**config.mk**
```make
export PLATFORM = sky130hd
export DESIGN_NAME = spi_arbiter_flat
export DESIGN_NICKNAME = d
export VERILOG_FILES = /design/src/rtl/spi_arbiter_if.sv /design/src/rtl/spi_arbiter.sv /design/src/flat_wrapper.sv
export SDC_FILE = /design/constraint.sdc
export NUM_CORES = 1
export LEC_CHECK = 0
export BUFFER_PORTS_ARGS = -buffer_cell sky130_fd_sc_hd__buf_2
export CORE_ASPECT_RATIO = 1.2
export CORE_MARGIN = 2
export CORE_UTILIZATION = 44
export DETAILED_ROUTE_END_ITERATION = 6
export GPL_TIMING_DRIVEN = 0
export MAX_ROUTING_LAYER = met4
export PLACE_DENSITY = 0.88
export REMOVE_ABC_BUFFERS = 1
export SYNTH_ARGS = -nofsm -noshare
export SYNTH_HDL_FRONTEND = slang
export SYNTH_SLANG_ARGS = --single-unit
```
**constraint.sdc**
```tcl
create_clock -name GCLK -period 2.1 [get_ports GCLK]
set_input_delay 0.63 -clock GCLK [delete_from_list [all_inputs] [get_ports GCLK]]
set_output_delay 0.63 -clock GCLK [all_outputs]
set_load 0.03 [all_outputs]
```
**src/rtl/spi_arbiter_if.sv**
```systemverilog
// Link between the arbiter and the shared SPI_top instance: start/busy
// handshake, per-transaction word configuration and the MOSI/MISO words.
interface spi_arbiter_if;
    logic        spi_start;
    logic        spi_busy;
    logic [1:0]  spi_mode;
    logic [1:0]  spi_speed;
    logic [1:0]  spi_len;
    logic [31:0] spi_wdata;
    logic [31:0] spi_rdata;

    // arbiter side
    modport master (
        output spi_start, spi_mode, spi_speed, spi_len, spi_wdata,
        input  spi_busy, spi_rdata
    );

    // SPI_top side
    modport slave (
        input  spi_start, spi_mode, spi_speed, spi_len, spi_wdata,
        output spi_busy, spi_rdata
    );
endinterface

```
**src/rtl/spi_arbiter.sv**
```systemverilog
// Round-robin arbiter that shares one SPI_top between N_REQ requesters.
// Latches the winner's config/word, pulses start, follows busy and returns
// the MISO word with a one-cycle done strobe (error strobe on start timeout).
module spi_arbiter #(
    parameter int N_REQ    = 4,
    parameter int START_TO = 16
) (
    input  logic                 GCLK,
    input  logic                 RST,
    input  logic [N_REQ-1:0]     req_in,
    input  logic [6*N_REQ-1:0]   req_cfg_in,
    input  logic [32*N_REQ-1:0]  req_wdata_in,
    output logic [N_REQ-1:0]     gnt_out,
    output logic [N_REQ-1:0]     done_out,
    output logic                 err_out,
    output logic [31:0]          rdata_out,
    spi_arbiter_if.master        spi
);

    localparam int              PW      = (N_REQ > 1) ? $clog2(N_REQ) : 1;
    localparam logic [7:0]      TO_LIM  = 8'(START_TO);
    localparam logic [PW-1:0]   PTR_RST = PW'(N_REQ - 1);
    localparam logic [N_REQ-1:0] ONE_HOT0 = {{(N_REQ-1){1'b0}}, 1'b1};

    typedef enum logic [2:0] {
        S_IDLE      = 3'd0,
        S_START     = 3'd1,
        S_WAIT_BUSY = 3'd2,
        S_XFER      = 3'd3,
        S_DONE      = 3'd4
    } state_t;

    state_t             state_q, state_d;
    logic [PW-1:0]      ptr_q, ptr_d;
    logic [PW-1:0]      gidx_q, gidx_d;
    logic [N_REQ-1:0]   gnt_q, gnt_d;
    logic [N_REQ-1:0]   done_q, done_d;
    logic               err_q, err_d;
    logic [31:0]        rdata_q, rdata_d;
    logic               start_q, start_d;
    logic [1:0]         mode_q, mode_d;
    logic [1:0]         speed_q, speed_d;
    logic [1:0]         len_q, len_d;
    logic [31:0]        wdata_q, wdata_d;
    logic [7:0]         cnt_q, cnt_d;

    logic               sel_found_s;
    logic [PW-1:0]      sel_idx_s;
    logic [PW-1:0]      cand_s;
    logic [7:0]         cnt_inc_s;
    logic [5:0]         cfg_a   [N_REQ];
    logic [31:0]        wdata_a [N_REQ];

    for (genvar gi = 0; gi < N_REQ; gi++) begin : g_unpack
        assign cfg_a[gi]   = req_cfg_in[6*gi +: 6];
        assign wdata_a[gi] = req_wdata_in[32*gi +: 32];
    end

    // Timeout counter increment that sticks at its maximum instead of wrapping
    assign cnt_inc_s = (cnt_q == 8'hFF) ? 8'hFF : (cnt_q + 8'd1);

    // Rotating-priority pick: first requesting index above the last one served
    always_comb begin
        sel_found_s = 1'b0;
        sel_idx_s   = '0;
        cand_s      = '0;
        for (int i = 1; i <= N_REQ; i++) begin
            cand_s = PW'((32'(ptr_q) + 32'(i)) % 32'(N_REQ));
            if (!sel_found_s && req_in[cand_s]) begin
                sel_found_s = 1'b1;
                sel_idx_s   = cand_s;
            end else begin
                sel_found_s = sel_found_s;
            end
        end
    end

    // State register and all datapath/output flops, synchronous reset
    always_ff @(posedge GCLK) begin
        if (RST) begin
            state_q <= S_IDLE;
            ptr_q   <= PTR_RST;
            gidx_q  <= '0;
            gnt_q   <= '0;
            done_q  <= '0;
            err_q   <= 1'b0;
            rdata_q <= 32'd0;
            start_q <= 1'b0;
            mode_q  <= 2'd0;
            speed_q <= 2'd0;
            len_q   <= 2'd0;
            wdata_q <= 32'd0;
            cnt_q   <= 8'd0;
        end else begin
            state_q <= state_d;
            ptr_q   <= ptr_d;
            gidx_q  <= gidx_d;
            gnt_q   <= gnt_d;
            done_q  <= done_d;
            err_q   <= err_d;
            rdata_q <= rdata_d;
            start_q <= start_d;
            mode_q  <= mode_d;
            speed_q <= speed_d;
            len_q   <= len_d;
            wdata_q <= wdata_d;
            cnt_q   <= cnt_d;
        end
    end

    // Next-state logic; busy is only looked at in WAIT_BUSY and XFER
    always_comb begin
        state_d = state_q;
        case (state_q)
            S_IDLE: begin
                if (sel_found_s) begin
                    state_d = S_START;
                end else begin
                    state_d = S_IDLE;
                end
            end
            S_START: begin
                state_d = S_WAIT_BUSY;
            end
            S_WAIT_BUSY: begin
                if (spi.spi_busy) begin
                    state_d = S_XFER;
                end else if (cnt_inc_s >= TO_LIM) begin
                    state_d = S_DONE;
                end else begin
                    state_d = S_WAIT_BUSY;
                end
            end
            S_XFER: begin
                if (spi.spi_busy) begin
                    state_d = S_XFER;
                end else begin
                    state_d = S_DONE;
                end
            end
            S_DONE: begin
                state_d = S_IDLE;
            end
            default: begin
                state_d = S_IDLE;
            end
        endcase
    end

    // Output/datapath next values; strobes are set on the edge entering DONE
    always_comb begin
        ptr_d   = ptr_q;
        gidx_d  = gidx_q;
        gnt_d   = gnt_q;
        done_d  = '0;
        err_d   = 1'b0;
        rdata_d = rdata_q;
        start_d = 1'b0;
        mode_d  = mode_q;
        speed_d = speed_q;
        len_d   = len_q;
        wdata_d = wdata_q;
        cnt_d   = cnt_q;
        case (state_q)
            S_IDLE: begin
                if (sel_found_s) begin
                    gnt_d   = ONE_HOT0 << sel_idx_s;
                    gidx_d  = sel_idx_s;
                    start_d = 1'b1;
                    mode_d  = cfg_a[sel_idx_s][5:4];
                    speed_d = cfg_a[sel_idx_s][3:2];
                    len_d   = cfg_a[sel_idx_s][1:0];
                    wdata_d = wdata_a[sel_idx_s];
                end else begin
                    gnt_d = '0;
                end
            end
            S_START: begin
                cnt_d = 8'd0;
            end
            S_WAIT_BUSY: begin
                if (spi.spi_busy) begin
                    cnt_d = cnt_q;
                end else begin
                    cnt_d = cnt_inc_s;
                    if (cnt_inc_s >= TO_LIM) begin
                        done_d  = gnt_q;
                        err_d   = 1'b1;
                        rdata_d = 32'd0;
                    end else begin
                        err_d = 1'b0;
                    end
                end
            end
            S_XFER: begin
                if (spi.spi_busy) begin
                    done_d = '0;
                end else begin
                    done_d  = gnt_q;
                    rdata_d = spi.spi_rdata;
                end
            end
            S_DONE: begin
                gnt_d = '0;
                ptr_d = gidx_q;
            end
            default: begin
                gnt_d = '0;
            end
        endcase
    end

    assign gnt_out       = gnt_q;
    assign done_out      = done_q;
    assign err_out       = err_q;
    assign rdata_out     = rdata_q;
    assign spi.spi_start = start_q;
    assign spi.spi_mode  = mode_q;
    assign spi.spi_speed = speed_q;
    assign spi.spi_len   = len_q;
    assign spi.spi_wdata = wdata_q;

endmodule

```
**src/flat_wrapper.sv**
```systemverilog
// flat-port wrapper written by rule: the top's interface ports become plain ports
module spi_arbiter_flat 
#(
    parameter int N_REQ    = 4,
    parameter int START_TO = 16
)
  (GCLK, RST, req_in, req_cfg_in, req_wdata_in, gnt_out, done_out, err_out, rdata_out, spi_spi_start, spi_spi_mode, spi_spi_speed, spi_spi_len, spi_spi_wdata, spi_spi_busy, spi_spi_rdata);
  spi_arbiter_if spi_i ();
  input  logic GCLK;
  input  logic RST;
  input  logic [N_REQ-1:0] req_in;
  input  logic [6*N_REQ-1:0] req_cfg_in;
  input  logic [32*N_REQ-1:0] req_wdata_in;
  output logic [N_REQ-1:0] gnt_out;
  output logic [N_REQ-1:0] done_out;
  output logic err_out;
  output logic [31:0] rdata_out;
  output wire logic [$bits(spi_i.spi_start)-1:0] spi_spi_start;
  output wire logic [$bits(spi_i.spi_mode)-1:0] spi_spi_mode;
  output wire logic [$bits(spi_i.spi_speed)-1:0] spi_spi_speed;
  output wire logic [$bits(spi_i.spi_len)-1:0] spi_spi_len;
  output wire logic [$bits(spi_i.spi_wdata)-1:0] spi_spi_wdata;
  input wire logic [$bits(spi_i.spi_busy)-1:0] spi_spi_busy;
  input wire logic [$bits(spi_i.spi_rdata)-1:0] spi_spi_rdata;
  assign spi_spi_start = spi_i.spi_start;
  assign spi_spi_mode = spi_i.spi_mode;
  assign spi_spi_speed = spi_i.spi_speed;
  assign spi_spi_len = spi_i.spi_len;
  assign spi_spi_wdata = spi_i.spi_wdata;
  assign spi_i.spi_busy = spi_spi_busy;
  assign spi_i.spi_rdata = spi_spi_rdata;
  spi_arbiter #(.N_REQ(N_REQ), .START_TO(START_TO)) u_core (.GCLK(GCLK), .RST(RST), .req_in(req_in), .req_cfg_in(req_cfg_in), .req_wdata_in(req_wdata_in), .gnt_out(gnt_out), .done_out(done_out), .err_out(err_out), .rdata_out(rdata_out), .spi(spi_i));
endmodule
```
==> reports/metrics.cfg, run 1 <==
[yosys]
synth_top_cell_by_area=dfxtp_1
synth_cell_type_count=58
synth_xor_area_share_pct=0
synth_edf_count=0
ys_seq_elements=95
yosysWarnings=0
synth-compound-area-share_pct=29.9
ys_async_sr_fraction_pct=0
synthMuxAreaShare_pct=8.32
synthFlopType=dfxtp_1
synth.area.top_cells=dfxtp_1, mux2i_1, a21o_1
synth_fa_ha_area_share_pct=0.267
ys_seq_area_share_pct=40.6
synth_top_family_by_area=compound AO/OA/AOI/OAI gates
synthesis.area_um2=4690
synth_top_area_share_pct=40.6
syn_inst=512
synth-simple-area-share_pct=14.9
syn_avg_cell_area_um2=9.16

[critical_path]
crit_end=u_core.spi.spi_wdata[8]
crit_type=reg -> reg
ff2ff_path_depth=6
arrival_ps=2230
end_kind=flip-flop
cp.required_ps=2300
timing.rr.end=u_core.spi.spi_wdata[8]
rrSetupSlack_ps=70
worstReg2RegStart=u_core.ptr_q[1]
crit_start=u_core.ptr_q[1]
cp-start-kind=flip-flop
crit_path_max_fanout=25

[clocking]
numCtsBuffers=9
path_clk_slew_ps=70
clock_latency_ps=340
cts_tree=yes
cts_root_buf=clkbuf_16
clk_path_buf_depth=2
htree_num_levels=3
postCtsHoldBufs=0
clock-sinks=95

[placement]
port_buffers=270
place.gp.congestion=0.847
dpl.hpwl_um=10900

[sta]
maxClockFrequency_ghz=0.492
tightest_slew_ps=754
slew-limit-headroom_pct=49.4
fin_crit_sh_pct=96.7
final-hold-violation-count=0
setup_violations=0
clock_skew_ps=6.59
rsz0062_at_grt=true
fin_crit_ps=2030
fin_setup_tns_ps=0
drv_slew=0
hold_ws_ps=461

[routing]
via_per_inst=5.67
postRouteAntennaNets=0
routedWlPerCell_um=17.0
dr.first_iter.drc_count=269
postRouteWirelength_um=15200
route.vias.total=5076
drt_pass1_iterations=7
drc=0

[floorplan]
die_x_um=98.2
rows=41
die_y_um=117
start_util_pct=44.8
die_area_um2=11500
io_pins=271
coreArea_um2=10500

[power_and_ir_drop]
ir_drop_v=0.000355
power_leakage_nw=3.19
p_per_area_nw_per_um2=778

[min_path]
hold_start=u_core.gidx_q[1]
holdPathStages=2
holdCritPathClass=reg -> reg

[cells_and_area]
nNetsFinal=953
layout_commonest_cell=buf_2
diodes=0
multi_input_area_um2=2640
fillers=892
final_cell_mix=buf_2, dfxtp_1, nand2_1
regArea_um2=1910
drive_gt1_share_pct=43.1
syn2layout_area_growth_pct=40.3

[flow_run]
cap_violations=0

[global_routing]
grt_first_pass_wirelength_um=22600
grt_pass1_vias=4684
antenna_found_initial=0
grt_overflow_total=0
grt_max_degree=39
grt_use_total_pct=25.1

[run_status]
status=complete, no violations

==> critical path: stages, from the launching register on <==
cell and delay [ps]:
dfxtp_4 420, mux2i_4 310, a2bb2oi_4 260, nand2_8 170, buf_12 230, a2111oi_2 380
nor4_1 100
==> worst min-delay path by stage <==
stage	end	slack (ps)
4_1_cts	u_core.gidx_q[1]	460
3_3_place_gp	u_core.gidx_q[1]	440
2_1_floorplan	u_core.gidx_q[1]	430
6_report	u_core.gidx_q[1]	460
5_1_grt	u_core.rdata_out[7]	480
3_5_place_dp	u_core.gidx_q[1]	450
==> layout make-up <==
class                   count  share of cell area (%)
repair buffers            280                    23.1
well taps                 129                    2.45
inverters                   6                   0.342
flip-flops and latches     95                    29.0
clock buffers               9                    3.42
clock inverters             7                    1.56
multi-input cells         369                    40.2
==> cell usage after synthesis (2+ instances only) <==
library cell,instances
a22oi_1,2
buf_2,25
nor2_1,16
dfxtp_1,95
nor2b_1,2
buf_8,3
and3b_1,2
buf_4,2
a22o_1,32
a31oi_1,2
mux2i_1,39
o211ai_2,10
a211oi_1,2
a211o_1,2
nand4_1,2
and3_1,9
clkbuf_1,9
buf_6,3
o21bai_1,2
nand3_1,42
a32oi_1,4
nor4_1,2
a21oi_1,8
inv_1,6
a21o_1,40
nand2_1,48
nor3_1,3
o21ai_0,43
o211ai_1,28
==> state kept, by name (all words and copies together) (netlist names) <==
signal / count
u_core.cnt_q: 8
u_core.spi.spi_speed: 2
u_core.spi.spi_mode: 2
u_core.spi.spi_start: 1
u_core.state_q: 3
u_core.spi.spi_wdata: 32
u_core.gidx_q: 2
u_core.ptr_q: 2
u_core.done_out: 4
u_core.rdata_out: 32
u_core.err_out: 1
u_core.gnt_out: 4
u_core.spi.spi_len: 2
==> metal layers <==
| metal | up-vias | global-route usage [%] | wire length [µm] | share of wire, % |
|---|---|---|---|---|
| li1 | 2411 | - | - | - |
| met1 | 2344 | 27.5 | 5740 | 38 |
| met2 | 285 | 45.5 | 7890 | 52 |
| met3 | 36 | 4.75 | 1170 | 7.7 |
| met4 | 0 | 9.86 | 448 | 2.9 |
| met5 | - | - | 0 | 0 |
==> stage by stage <==
stage               instances  worst slack (ps)  area, µm²  utilization (%)  total power [mW]
detailed placement        872              -855       6080             58.1              3.31
floorplan                 468             -2560       4430                -              2.81
CTS                       893              5.99       6520             62.3              5.12
global placement          867             -4580       5940             56.8              3.26
global route              895             -39.9       6580             62.9              5.33
finish                    895              69.3       6580             62.9              5.12
==> kinds of logic after synthesis <==
kind of cell	after synthesis
buffers and inverters	50
muxes	39
adders and majority gates	1
and+or+nand+nor	140
AOI/OAI and AO/OA	187
DFF	95
==> timing repair <==
item / 4_1_cts / 5_1_grt
setup endpoints to repair: 74 / 70
pin swaps: 3 / 2
setup buffers: 4 / 1
gates resized for setup: 14 / 6
gates cloned: 1 / 1
==> power by group <==
group	internal (mW)	switching (mW)	leakage, nW	total [mW]
Sequential	1.94	0.0751	0.774	2.02
Combinational	0.506	0.816	2.26	1.32
Clock	1.06	0.721	0.150	1.78
Total	3.50	1.61	3.19	5.12
No activity file was read; power rests on OpenSTA's default activity.
==> run 2, diff against run 1 <==
--- a/config.mk
+++ b/config.mk
@@ -6,13 +6,12 @@
 export NUM_CORES = 1
 export LEC_CHECK = 0
 export BUFFER_PORTS_ARGS = -buffer_cell sky130_fd_sc_hd__buf_2
-export CORE_ASPECT_RATIO = 1.2
-export CORE_MARGIN = 2
-export CORE_UTILIZATION = 44
+export CORE_AREA = 2 2 105 107
 export DETAILED_ROUTE_END_ITERATION = 6
+export DIE_AREA = 0 0 107 109
 export GPL_TIMING_DRIVEN = 0
 export MAX_ROUTING_LAYER = met4
-export PLACE_DENSITY = 0.88
+export PLACE_DENSITY = 0.89
 export REMOVE_ABC_BUFFERS = 1
 export SYNTH_ARGS = -nofsm -noshare
 export SYNTH_HDL_FRONTEND = slang
==> constraint.sdc (replaced) <==
create_clock -name GCLK -period 2.6 [get_ports GCLK]
set_input_delay 0.78 -clock GCLK [delete_from_list [all_inputs] [get_ports GCLK]]
set_output_delay 0.78 -clock GCLK [all_outputs]
set_load 0.03 [all_outputs]
==> run 2 against run 1 <==
Against the previous run: wire length shrank 5.1%; flip-flop and latch count unchanged; register-to-register slack improved by 50 ps; clock-buffer cell count rose by 1; die area grew 1.4%; sequential share of layout area grew 1.1 points; critical path type unchanged; critical endpoint is now u_core.spi.spi_speed[1].
==> reports/metrics.cfg, run 2 (synthesized netlist as in run 1, its figures left out) <==
[sta]
hold_ws_ps=459  ; -2.46 ps
rsz0062_at_grt=false
tightest_slew_ps=881  ; +127 ps
timing.final.ws_setup_ps=124  ; +55.0 ps
setup_violations=0  ; unchanged
fin_crit_ps=2480  ; +445 ps
clock_skew_ps=12.6  ; +6.05 ps
drv_slew=0  ; unchanged
maxClockFrequency_ghz=0.404  ; -18%
fin_crit_sh_pct=95.2  ; -1.5 points
slew-limit-headroom_pct=41.0  ; -8.4 points
final-hold-violation-count=0  ; unchanged

[power_and_ir_drop]
p_clk_share_pct=26.8  ; -7.9 points
power.switching_mw=1.20  ; -26%
ir_drop_v=0.000307  ; -13%
p_per_area_nw_per_um2=570  ; -27%
combPwrFrac_pct=28.0  ; +2.2 points
p_seq_share_pct=45.2  ; +5.8 points
p_sw_share_pct=33.3  ; +1.8 points
power_leakage_nw=3.08  ; -3.3%
intPower_mw=2.40  ; -31%

[critical_path]
crit_type=reg -> reg
ff2ff_path_depth=7  ; +1
cp-start-kind=flip-flop
rrSetupSlack_ps=120  ; +50 ps
arrival_ps=2690  ; +460 ps
cp.required_ps=2820  ; +520 ps
timing.rr.end=u_core.spi.spi_speed[1]
end_kind=flip-flop
worstReg2RegStart=u_core.ptr_q[1]
crit_path_max_fanout=34  ; +36%

[floorplan]
coreArea_um2=10600  ; +1.3%
start_util_pct=44.2  ; -0.58 points
die_area_um2=11700  ; +1.4%
rows=38  ; -7.3%
die_y_um=109  ; -6.9%
die_x_um=107  ; +8.9%
io_pins=271  ; unchanged

[min_path]
hold_start=u_core.gidx_q[1]
holdPathStages=2  ; unchanged
whs_endpoint=u_core.gidx_q[1]
holdCritPathClass=reg -> reg

[global_routing]
grt_use_total_pct=24.3  ; -0.85 points
grt_max_degree=39  ; unchanged
antenna_found_initial=2  ; +2
grt_pass1_vias=4637  ; -1.0%
grt_first_pass_wirelength_um=21700  ; -3.7%
grt_overflow_total=0  ; unchanged

[placement]
port_buffers=270  ; unchanged
place.gp.congestion=0.911  ; +7.5%
dp.cells=883  ; +1.3%
dpl_worst_slack_ps=-523  ; +332 ps
dpl.hpwl_um=10700  ; -1.2%

[clocking]
clock_latency_ps=350  ; about the same
cts_tree=yes
clk_path_buf_depth=2  ; unchanged
path_clk_slew_ps=90  ; +20 ps
cts_resized=3  ; -11
clock-sinks=95  ; unchanged
numCtsBuffers=9  ; unchanged
postCtsHoldBufs=0  ; unchanged
cts_setup_buffers=0  ; -4
htree_num_levels=3  ; unchanged
cts_root_buf=clkbuf_8

[cells_and_area]
final_cell_mix=buf_2, dfxtp_1, nand2_1
nNetsFinal=946  ; -0.73%
syn2layout_area_growth_pct=34.9
fillers=963  ; +8.0%
layout.cells.non_filler=902  ; +0.78%
layout_commonest_cell=buf_2
drive_gt1_share_pct=41.8  ; -1.3 points

[routing]
drt_pass1_iterations=5  ; -2
postRouteWirelength_um=14500  ; -5.1%
via_per_inst=5.50  ; -3.0%
dr.first_iter.drc_count=251  ; -6.7%
drc=0  ; unchanged
route.vias.total=4962  ; -2.2%
postRouteAntennaNets=0  ; unchanged
routedWlPerCell_um=16.0  ; -5.8%

[run_status]
status=complete, no violations

[flow_run]
cap_violations=0  ; unchanged

-- run 2: cell types whose count changed in the layout (fill, tap and decap cells not counted), moves of 2 or more --
cell	change
clkbuf_16	-9
clkinv_4	+2
clkbuf_8	+9
buf_12	-2
diode_2	+3
clkinvlp_4	-2
buf_4	-3
nor2_4	-2
-- run 2: power groups by stage --
stage / clock network (mW) / registers, mW / logic, mW
floorplan: 0 / 1.86 / 0.403
global route: 1.06 / 1.64 / 1.08
CTS: 0.995 / 1.63 / 1.01
finish: 0.965 / 1.63 / 1.01
detailed placement: 0 / 1.66 / 1.00
global placement: 0 / 1.66 / 0.971
-- run 2: area by class of cell --
class | instances | area [µm²] | area share (%)
antenna | 3 | 7.51 | 0.119
clock buffer | 10 | 128 | 2.02
clock inverter | 6 | 68.8 | 1.09
inverter | 6 | 22.5 | 0.356
multi-input combinational | 367 | 2550 | 40.4
sequential | 95 | 1900 | 30.1
tap | 140 | 175 | 2.77
timing repair buffer | 275 | 1470 | 23.2
-- run 2: worst max-delay path by stage --
stage	to	start	cells after the start	slack, ps
final	u_core.spi.spi_speed[1]	u_core.ptr_q[1]	7	120
after global routing	u_core.spi.spi_wdata[9]	u_core.ptr_q[1]	7	30
after CTS	u_core.spi.spi_mode[1]	u_core.ptr_q[1]	7	100
after detailed placement	u_core.spi.spi_wdata[0]	req_in[2]	6	-520
after global placement	u_core.spi.spi_wdata[8]	req_in[1]	6	-4250
after floorplan	u_core.spi.spi_wdata[8]	req_in[1]	5	-2210
-- run 2: per-stage QoR --
step / util (%) / cell area [µm²] / power, mW / TNS, ps
floorplan: - / 4430 / 2.27 / -79570
global placement: 56.2 / 5950 / 2.63 / -181680
detailed placement: 57.6 / 6110 / 2.66 / -20400
CTS: 59.5 / 6310 / 3.63 / 0
global route: 59.6 / 6320 / 3.78 / 0
finish: 59.7 / 6320 / 3.60 / 0
-- run 2: critical path: stages (launching register included) --
cell and delay [ps]:
dfxtp_1 560, mux2i_2 380, a2bb2oi_4 280, buf_12 240, nand2_4 260, buf_12 270, mux2i_1 240, o211ai_2 90
-- run 2: routing by layer --
metal	global-route usage (%)	wire (µm)
met5	-	0
met4	12.8	556
met3	5.26	1250
met2	41.2	7320
met1	26.8	5350
